`config.mk`:
```
export PLATFORM = sky130hd
export DESIGN_NAME = mux_scan_ctrl
export DESIGN_NICKNAME = d
export VERILOG_FILES = /design/src/rtl/mux_scan_pkg.sv /design/src/rtl/mux_scan_settle_cnt.sv /design/src/rtl/mux_scan_ctrl.sv
export SDC_FILE = /design/constraint.sdc
export NUM_CORES = 1
export LEC_CHECK = 0
export ABC_AREA = 1
export CAP_MARGIN = 40
export CORE_UTILIZATION = 41
export CTS_CLUSTER_DIAMETER = 60
export DETAILED_ROUTE_END_ITERATION = 8
export PLACE_DENSITY = 0.63
export SLEW_MARGIN = 20
export SYNTH_ARGS = -nofsm -noshare
export SYNTH_HDL_FRONTEND = slang
export SYNTH_SLANG_ARGS = --single-unit
```
`constraint.sdc`:
```
create_clock -name clk -period 3.15 [get_ports clk]
set_clock_uncertainty 0.05 [all_clocks]
set_input_delay 0.63 -clock clk [delete_from_list [all_inputs] [get_ports clk]]
set_output_delay 0.63 -clock clk [all_outputs]
set_load 0.01 [all_outputs]
```
`src/rtl/mux_scan_pkg.sv`:
```
//------------------------------------------------------------------------------
// Module   : mux_scan_pkg
// Purpose  : Shared types and sizes for the 4:1 mux scan controller.
// Revision : 1.0 - initial release
//------------------------------------------------------------------------------
`default_nettype none

package mux_scan_pkg;

    localparam int NUM_CH = 4;
    localparam int SEL_W  = 2;
    localparam int CNT_W  = 4;

    typedef enum logic [1:0] {
        ST_IDLE = 2'b00,
        ST_SCAN = 2'b01,
        ST_DONE = 2'b10
    } scan_state_e;

endpackage

`default_nettype wire

```
`src/rtl/mux_scan_settle_cnt.sv`:
```
//------------------------------------------------------------------------------
// Module   : mux_scan_settle_cnt
// Purpose  : Loadable down-counter with zero flag, paces each select value.
// Revision : 1.0 - initial release
//------------------------------------------------------------------------------
`default_nettype none

module mux_scan_settle_cnt
    import mux_scan_pkg::*;
(
    input  logic             clk,
    input  logic             rst_n,
    input  logic             i_load,
    input  logic             i_dec,
    input  logic [CNT_W-1:0] i_load_val,
    output logic [CNT_W-1:0] o_cnt,
    output logic             o_zero
);

    logic [CNT_W-1:0] r_cnt;

    // Load wins over decrement; the counter never wraps below zero.
    always_ff @(posedge clk) begin
        if (!rst_n) begin
            r_cnt <= '0;
        end else if (i_load) begin
            r_cnt <= i_load_val;
        end else if (i_dec && (r_cnt != '0)) begin
            r_cnt <= r_cnt - CNT_W'(1);
        end
    end

    assign o_cnt  = r_cnt;
    assign o_zero = (r_cnt == '0);

endmodule

`default_nettype wire

```
`src/rtl/mux_scan_ctrl.sv`:
```
//------------------------------------------------------------------------------
// Module   : mux_scan_ctrl
// Purpose  : Steps an external 4:1 mux through all channels and packs y into word.
// Revision : 1.0 - initial release
//------------------------------------------------------------------------------
`default_nettype none

module mux_scan_ctrl
    import mux_scan_pkg::*;
#(
    parameter int SETTLE_CYC = 2
)(
    input  logic       clk,
    input  logic       rst_n,
    input  logic       start,
    input  logic       y,
    output logic       s1,
    output logic       s0,
    output logic [3:0] word,
    output logic       word_valid,
    input  logic       word_ready,
    output logic       busy
);

    localparam logic [CNT_W-1:0] C_RELOAD   = CNT_W'(SETTLE_CYC - 1);
    localparam logic [SEL_W-1:0] C_LAST_SEL = SEL_W'(NUM_CH - 1);

    scan_state_e        r_state;
    scan_state_e        w_next_state;
    logic [SEL_W-1:0]   r_sel;
    logic [NUM_CH-1:0]  r_word;
    logic               w_cnt_zero;
    logic [CNT_W-1:0]   w_cnt;
    logic               w_capture;
    logic               w_last_ch;
    logic               w_load;
    logic               w_dec;

    assign w_capture = (r_state == ST_SCAN) && w_cnt_zero;
    assign w_last_ch = (r_sel == C_LAST_SEL);
    assign w_load    = ((r_state == ST_IDLE) && start) || (w_capture && !w_last_ch);
    assign w_dec     = (r_state == ST_SCAN) && !w_cnt_zero;

    mux_scan_settle_cnt u_settle_cnt (
        .clk        (clk),
        .rst_n      (rst_n),
        .i_load     (w_load),
        .i_dec      (w_dec),
        .i_load_val (C_RELOAD),
        .o_cnt      (w_cnt),
        .o_zero     (w_cnt_zero)
    );

    always_ff @(posedge clk) begin
        if (!rst_n) begin
            r_state <= ST_IDLE;
        end else begin
            r_state <= w_next_state;
        end
    end

    always_comb begin
        w_next_state = r_state;
        case (r_state)
            ST_IDLE: if (start)                   w_next_state = ST_SCAN;
            ST_SCAN: if (w_capture && w_last_ch)  w_next_state = ST_DONE;
            ST_DONE: if (word_ready)              w_next_state = ST_IDLE;
            default:                              w_next_state = ST_IDLE;
        endcase
    end

    // Select and result datapath; the select stays parked on the last channel in DONE.
    always_ff @(posedge clk) begin
        if (!rst_n) begin
            r_sel  <= '0;
            r_word <= '0;
        end else begin
            case (r_state)
                ST_IDLE: begin
                    if (start) begin
                        r_sel  <= '0;
                        r_word <= '0;
                    end
                end
                ST_SCAN: begin
                    if (w_cnt_zero) begin
                        r_word[r_sel] <= y;
                        if (!w_last_ch) begin
                            r_sel <= r_sel + SEL_W'(1);
                        end
                    end
                end
                ST_DONE: begin
                    if (word_ready) begin
                        r_sel <= '0;
                    end
                end
                default: begin
                    r_sel <= '0;
                end
            endcase
        end
    end

    always_comb begin
        busy       = (r_state != ST_IDLE);
        word_valid = (r_state == ST_DONE);
        s1         = 1'b0;
        s0         = 1'b0;
        if (r_state != ST_IDLE) begin
            s1 = r_sel[1];
            s0 = r_sel[0];
        end
    end

    assign word = r_word;

endmodule

`default_nettype wire

```
# Yosys cells after proc, flatten, opt, wreduce, memory -nomap -nowiden

Index checks and enable logic that the tools add are counted.
Widths: inputs -> output; s select.

Latch bits: 0
Memory bits (read-only): 0
Register bits: 12
Input port bits: 5
Memories: 0
Output and inout port bits: 8
Memory bits (writable): 0

Shifts and indexed selects: 0
Order comparisons: 2
Muxes and demuxes: 18
Reduce and logical (&&, ||, !) cells: 20
Eq/ne operators: 8
Bitwise operators: 1
Add/sub/neg operators: 2
Div/mod/pow operators: 0
$mul: 0

Operator list:

| operator            | number |
|---|---|
| $mux 2              | 6 |
| $pmux 2 s3          | 2 |
| $mux 4              | 2 |
| $pmux 4 s2          | 1 |
| $logic_and 1x1->1   | 7 |
| $ne 2x2->1 const B  | 3 |
| $reduce_and 3->1    | 2 |
| $reduce_bool 2->1   | 3 |
| $mux 1              | 5 |
| $bwmux 4            | 1 |
| $eq 2x2->1 const B  | 2 |
| $logic_not 4->1     | 1 |
| $ne 2x1->1 const B  | 2 |
| $reduce_and 4->1    | 1 |
| $reduce_bool 4->1   | 1 |
| $sub 4x1->4 const B | 1 |
| $lt 2x3->1 const B  | 1 |
| $add 2x1->2 const B | 1 |
| $demux 1 s2         | 1 |
| $eq 2x1->1 const B  | 1 |
| $ge 2x1->1 const B  | 1 |
| $logic_not 1->1     | 2 |
| $logic_not 2->1     | 1 |
| $reduce_or 2->1     | 1 |
| other kinds (2)     | 2 |

# Depth between registers and ports, before layout

Gate-level depths: netlist (run 1).

Depth in word-level cells: 7
Depth in mapped cells: 8
Mapped depth without buffers: 8

# Hierarchy

A second synthesis (run 1) with hierarchy kept.

Cell total of the unflattened synthesis: 109
Area, all modules: 755.7 um^2

Modules (own cells, without submodules):

| module              | seq. area each (um^2) | area each (um^2) | instances | cells an instance |
|---|---|---|---|---|
| mux_scan_ctrl       | 160.2                 | 481.7            | 1         | 68 |
| mux_scan_settle_cnt | 80.1                  | 274.0            | 1         | 41 |

# Worst setup path after synthesis (run 1)

OpenSTA, ideal clock, no wires.

Kind: flip-flop to output port
Start: register r_state[1]
End: output port word_valid
Slack: 1.830 ns
Stages on the path, launching flop included: 3
Required time: 2.470 ns
Data arrival time: 0.640 ns
Cell sequence: dfxtp_1 inv_1 nor2_1

Word-level cells in the longest chain between the ends: 1

RTL lines:

| item                   | RTL line             | source |
|---|---|---|
| from (decl)            | mux_scan_ctrl.sv:28  | `scan_state_e r_state;` |
| from (signal assigned) | mux_scan_ctrl.sv:58  | `r_state <= w_next_state;` |
| $eq 2x2->1             | mux_scan_ctrl.sv:107 | `word_valid = (r_state == ST_DONE);` |
| to (decl)              | mux_scan_ctrl.sv:20  | `output logic word_valid,` |

Every way passes these cells.

# Worst setup path after layout (run 1)

Ends and elaborated chain as after synthesis.

==> results of run 1 <==
[area by class of cell]
type	count	area, um2
fill	140	668
multi-input combinational	67	375
sequential	12	240
timing repair buffer	12	120
inverter	17	63.8
clock buffer	4	36.3
tap	16	20.0
[worst min path at each step]
stage                                  to  slack (ps)
floorplan           u_settle_cnt.o_cnt[1]         400
global placement                  word[3]         410
detailed placement                word[3]         410
CTS                               word[3]         420
global route                      word[3]         460
finish                            word[3]         420
[cell usage after synthesis (2+ instances only)]
| master | count | area share |
|---|---|---|
| nand2_1 | 18 | 0.099 |
| dfxtp_1 | 12 | 0.35 |
| nand3_1 | 6 | 0.044 |
| xor2_1 | 2 | 0.026 |
| nand2_2 | 4 | 0.037 |
| ha_1 | 5 | 0.092 |
| nor2_2 | 4 | 0.037 |
| inv_1 | 16 | 0.088 |
| a21oi_1 | 10 | 0.074 |
| nor2_1 | 11 | 0.061 |
[power by group through the flow]
stage	sequential [mW]	clock, mW	combinational, mW
CTS	0.175	0.128	0.124
global placement	0.178	0	0.122
detailed placement	0.178	0	0.122
global route	0.177	0.136	0.139
finish	0.174	0.125	0.123
floorplan	0.177	0	0.0895
[routing by layer]
layer,routed length (um),global-route usage,up-vias
met5,0,0,-
met1,681,0.213,260
li1,-,-,330
met2,567,0.264,13
met4,27,0.0938,0
met3,52,0.0383,5
[placed cells by master, fill, tap and decap left out, drive strengths merged]
| cell | count |
|---|---|
| a21oi | 10 |
| clkbuf | 4 |
| clkdlybuf4s50 | 12 |
| dfxtp | 12 |
| ha | 5 |
| inv | 17 |
| nand2 | 23 |
| nand3 | 7 |
| nor2 | 16 |
| nor3 | 1 |
| o21ai | 1 |
| o21bai | 1 |
| or2 | 1 |
| xor2 | 2 |
[worst max-delay path, delay by kind of cell, from the launching register on]
kind | cells | cell delay, ps
flip-flops | 1 | 410
buffers and inverters | 2 | 620
AND/OR/NAND/NOR | 1 | 130
[state kept, by name, indices dropped and copies added, names as in the netlist]
| name | flops |
|---|---|
| u_settle_cnt.o_cnt | 4 |
| word | 4 |
| r_sel | 2 |
| r_state | 2 |
[through the flow]
step / hold WS [ps] / std cells
6_report: 425 / 128
3_3_place_gp: 407 / 124
3_5_place_dp: 414 / 124
2_1_floorplan: 401 / 96
5_1_grt: 460 / 128
4_1_cts: 425 / 128
[cell families (layout without fill, tap and decap cells)]
kind of cell	Yosys count	after routing	share of synthesized area
buffers and inverters	17	33	0.0939
adder cells (fa/ha/maj)	5	5	0.0921
XOR/XNOR	2	2	0.0258
AO/OA/AOI/OAI	12	12	0.0921
flip-flops	12	12	0.354
AND/OR/NAND/NOR	48	48	0.343
==> summary.txt, run 1 <==
Outcome
  • Status: finished, final reports clean

Power and ir drop
  • Clock network fraction of design power: 0.296
  • Seq pwr share: 0.413
  • Logic pwr share: 0.291
  • PwrDens: 494 nW/um2
  • Leakage: 0.388 nW
  • Final Power: 0.422 mW
  • NetSw: 0.139 mW
  • Net Sw Frac: 0.328
  • Internal power: 0.284 mW
  • Maximum vdd drop: 0.277 mV

Cells and area
  • N_diodes: 0
  • Area grow syn2layout: 26.0%
  • Layout cell share with drive strength beyond 1: 0.143
  • Final #Nets: 123
  • Finished Cell Area: 856 um2
  • Util after Layout: 0.562

Placed design
  • Placer Congestion: 0.728
  • Hpwl dp: 993 um
  • Placed Area: 820 um2
  • IO Port Bufs: 12
  • Setup Slack @ Placement: 1340 ps

Die
  • Core ar.: 1520 um2
  • Initial cell density of the core: 0.446
  • Die Area: 1820 um2
  • # IOs: 13
  • Die Ht: 42.7 um
  • Die Width: 42.7 um
  • Row cnt: 14

Critical path
  • Worst-path cell chain: inv_1 -> nor2_1 -> clkdlybuf4s50_1
  • Reg2Reg Setup Slack: 1770 ps
  • Crit Path Class: register to primary output
  • CP max FO: 3
  • Worst Setup EP: word_valid
  • CP required: 2470 ps
  • Worst Path Arrival: 1440 ps
  • Reg-to-reg endpoint: u_settle_cnt.o_cnt[1]
  • CP Launch Type: register
  • RR Startpoint: u_settle_cnt.o_cnt[0]
  • FF-to-FF path depth: 6
  • Launch point of the worst path: r_state[1]
  • Max incr delay on CP: 550 ps
  • CP max-delay cell: clkdlybuf4s50_1
  • CP Capture Type: primary output

Logic synthesis
  • Synth unique cells: 18
  • Main synth FF type: dfxtp_1
  • Synthesized area: 679 um2
  • Avg Inst Size Synth: 7.08 um2
  • Sequential-to-total area share from yosys stat: 0.354
  • Post-synth EDFFs: 0
  • Warnings from Yosys: 0
  • Mapped Cells: 96
  • Post-synthesis register bit count: 12
  • Ys async rst share: 0
  • Syn_nets: 106

Hold path
  • Worst hold path class: register to register
  • Hold path cells: 2
  • Hold Startpoint: word[3]

Timing
  • RSZ-0062 raised after global routing: false
  • Final WS setup: 1030 ps
  • Worst-Margin Slew: 239 ps
  • Slew headroom: 0.840
  • Slew Limit Fails: 0
  • Setup TNS: 0 ps
  • Max Fclk: 472 MHz
  • Tmin final: 2120 ps
  • Tcrit/Tclk final: 0.673
  • Final Hold Vio Count: 0
  • # setup viols final: 0

Clocking
  • Post-CTS setup buffers: 0
  • Clock root buffer: clkbuf_4
  • Worst-path clk slew: 80 ps
  • Clk sink count: 12
  • H-tree depth: 1
  • CTS Hold Buffers Added: 0
  • PostCTS Resize Cnt: 0
  • Longest Clk Path Bufs: 2
  • CTS Buf Count: 3
  • Clk_lat worst skew: 280 ps
  • CTS tree: yes

Drt
  • Vias: 608
  • Via density: 4.75
  • Routed WL: 1.33 mm
  • Antenna Nets Post-Route: 0
  • DR iter-0 viols: 7
  • Routed len/inst: 10.4 um
  • DRC: 0
  • First-pass iteration count of the detailed router: 4

Global route
  • Largest net degree at the start of global routing: 8
  • GRT Overall Usage: 0.169
  • First-pass GRT wire length: 2.33 mm
  • Total gr overflow: 0
  • Initial antenna violation count: 0
  • Vias in the first global route: 562

Run
  • Max Cap Viol: 0
Note: power is estimated with default switching activity, not from simulation.
==> inputs of run 2 (changes only) <==
Clock period 3.15 ns to 2.1 ns, I/O delays scaled along.
==> run 2 against run 1 <==
  * Utilization unchanged
  * Sequential cell count unchanged
  * Clock power up 48%
==> summary.txt, run 2 (synthesis gave the netlist of run 1 again) <==
Clocking
  • CTS tree: yes
  • CTS Hold Buffers Added: 0 (unchanged)
  • Post-CTS setup buffers: 0 (unchanged)
  • Worst-path clk slew: 80 ps (about the same)
  • PostCTS Resize Cnt: 0 (unchanged)
  • Clk_lat worst skew: 270 ps (about the same)
  • CTS Buf Count: 3 (unchanged)
  • Clk sink count: 12 (unchanged)
  • Longest Clk Path Bufs: 2 (unchanged)
  • H-tree depth: 1 (unchanged)
  • Clock root buffer: clkbuf_4

Timing
  • Setup TNS: 0 ps (unchanged)
  • # setup viols final: 0 (unchanged)
  • Final Hold Vio Count: 0 (unchanged)
  • Tcrit/Tclk final: 0.903
  • RSZ-0062 raised after global routing: false
  • Slew headroom: 0.845 (+0.00575)
  • Slew Limit Fails: 0 (unchanged)
  • Worst-Margin Slew: 230 ps (-8.56 ps)
  • Max Fclk: 527 MHz
  • Tmin final: 1900 ps

Drt
  • Via density: 4.64 (-2.3%)
  • DR iter-0 viols: 3 (-4)
  • First-pass iteration count of the detailed router: 3 (-1)
  • Routed WL: 1.24 mm (-7.0%)
  • Routed len/inst: 9.66 um (-7.0%)
  • DRC: 0 (unchanged)
  • Vias: 594 (-2.3%)
  • Antenna Nets Post-Route: 0 (unchanged)

Placed design
  • IO Port Bufs: 12 (unchanged)
  • Placer Congestion: 0.728 (unchanged)
  • Placed Area: 820 um2 (unchanged)
  • Hpwl dp: 977 um (-1.7%)

Critical path
  • Reg-to-reg endpoint: u_settle_cnt.o_cnt[1]
  • CP Launch Type: register
  • CP max FO: 3 (unchanged)
  • Worst Path Arrival: 1430 ps (about the same)
  • RR Startpoint: u_settle_cnt.o_cnt[0]
  • CP Capture Type: primary output
  • Worst Setup EP: word_valid
  • Reg2Reg Setup Slack: 740 ps (-1030 ps)
  • Launch point of the worst path: r_state[1]
  • FF-to-FF path depth: 6 (unchanged)
  • Crit Path Class: register to primary output
  • CP required: 1630 ps (-840 ps)

Global route
  • Largest net degree at the start of global routing: 8 (unchanged)
  • First-pass GRT wire length: 2.23 mm (-4.2%)
  • Vias in the first global route: 545 (-3.0%)
  • Total gr overflow: 0 (unchanged)
  • Initial antenna violation count: 0 (unchanged)
  • GRT Overall Usage: 0.161 (-0.00792)

Cells and area
  • Layout cell share with drive strength beyond 1: 0.143 (unchanged)
  • Area grow syn2layout: 26.0% (unchanged)
  • Most frequent cells in the layout: nand2_1 (18), inv_1 (16), clkdlybuf4s50_1 (12), dfxtp_1 (12), nor2_1 (11)
  • Final #Nets: 123 (unchanged)
  • Most common cell after layout, fill and taps aside: nand2_1
  • N_diodes: 0 (unchanged)
  • Finished Cell Area: 856 um2 (unchanged)

Die
  • Core ar.: 1520 um2 (unchanged)
  • Die Width: 42.7 um (unchanged)
  • Row cnt: 14 (unchanged)
  • Die Ht: 42.7 um (unchanged)
  • Die Area: 1820 um2 (unchanged)
  • # IOs: 13 (unchanged)
  • Initial cell density of the core: 0.446 (unchanged)

Hold path
  • Worst hold path class: register to register

Power and ir drop
  • Maximum vdd drop: 0.327 mV (+18%)
  • PwrDens: 734 nW/um2 (+49%)
  • Leakage: 0.388 nW (unchanged)

Outcome
  • Status: finished, final reports clean

Run
  • Max Cap Viol: 0 (unchanged)
## run 2: cell counts in the layout (fill, tap and decap cells not counted)
Identical to the previous run, type by type.
## run 2: metrics by stage
step                setup WS (ps)  power (mW)  hold WS, ps  instances  utilization
floorplan                     859       0.400          401         96            -
global placement              516       0.449          407        124        0.538
detailed placement            497       0.450          413        124        0.538
CTS                           190       0.630          438        128        0.562
global route                 64.5       0.679          468        128        0.562
finish                        203       0.628          432        128        0.562
## run 2: power by group
part           switching, mW  total, mW  internal (mW)  leakage [nW]
clock network         0.0794      0.185          0.105        0.0210
logic                  0.107      0.182         0.0747         0.269
registers             0.0161      0.262          0.246        0.0978
total                  0.202      0.628          0.425         0.388
## run 2: layer usage
metal,vias up,track usage,share of wire
met2,8,0.242,0.42
met4,0,0.0750,0.0081
li1,331,-,-
met1,253,0.215,0.54
met3,2,0.0383,0.035
met5,-,0,0
## run 2: area by class of cell
type	count	area (um2)
Clock buffer	4	36.3
Fill cell	147	668
Inverter	17	63.8
Multi-Input combinational cell	67	375
Sequential cell	12	240
Tap cell	16	20.0
Timing Repair Buffer	12	120
## run 2: how the worst min path moves through the flow
| stage | start | to | slack, ps | depth (start not counted) |
|---|---|---|---|---|
| 2_1_floorplan | u_settle_cnt.o_cnt[1] | u_settle_cnt.o_cnt[1] | 400 | 2 |
| 3_3_place_gp | word[3] | word[3] | 410 | 2 |
| 3_5_place_dp | word[3] | word[3] | 410 | 2 |
| 4_1_cts | u_settle_cnt.o_cnt[1] | u_settle_cnt.o_cnt[1] | 440 | 2 |
| 5_1_grt | u_settle_cnt.o_cnt[1] | u_settle_cnt.o_cnt[1] | 470 | 2 |
| 6_report | word[3] | word[3] | 430 | 2 |
## run 2: worst max-delay path, cell delays in order, from the launching register on
cell	delay, ps
dfxtp_1	410
inv_1	70
nor2_1	120
clkdlybuf4s50_1	550
==> inputs of run 3 (changes only) <==
Settings changed: CAP_MARGIN 40 to default, TNS_END_PERCENT from default to 1.
==> results of run 3 <==
Same layout as run 2: the final DEF is identical, and so are final timing and power.
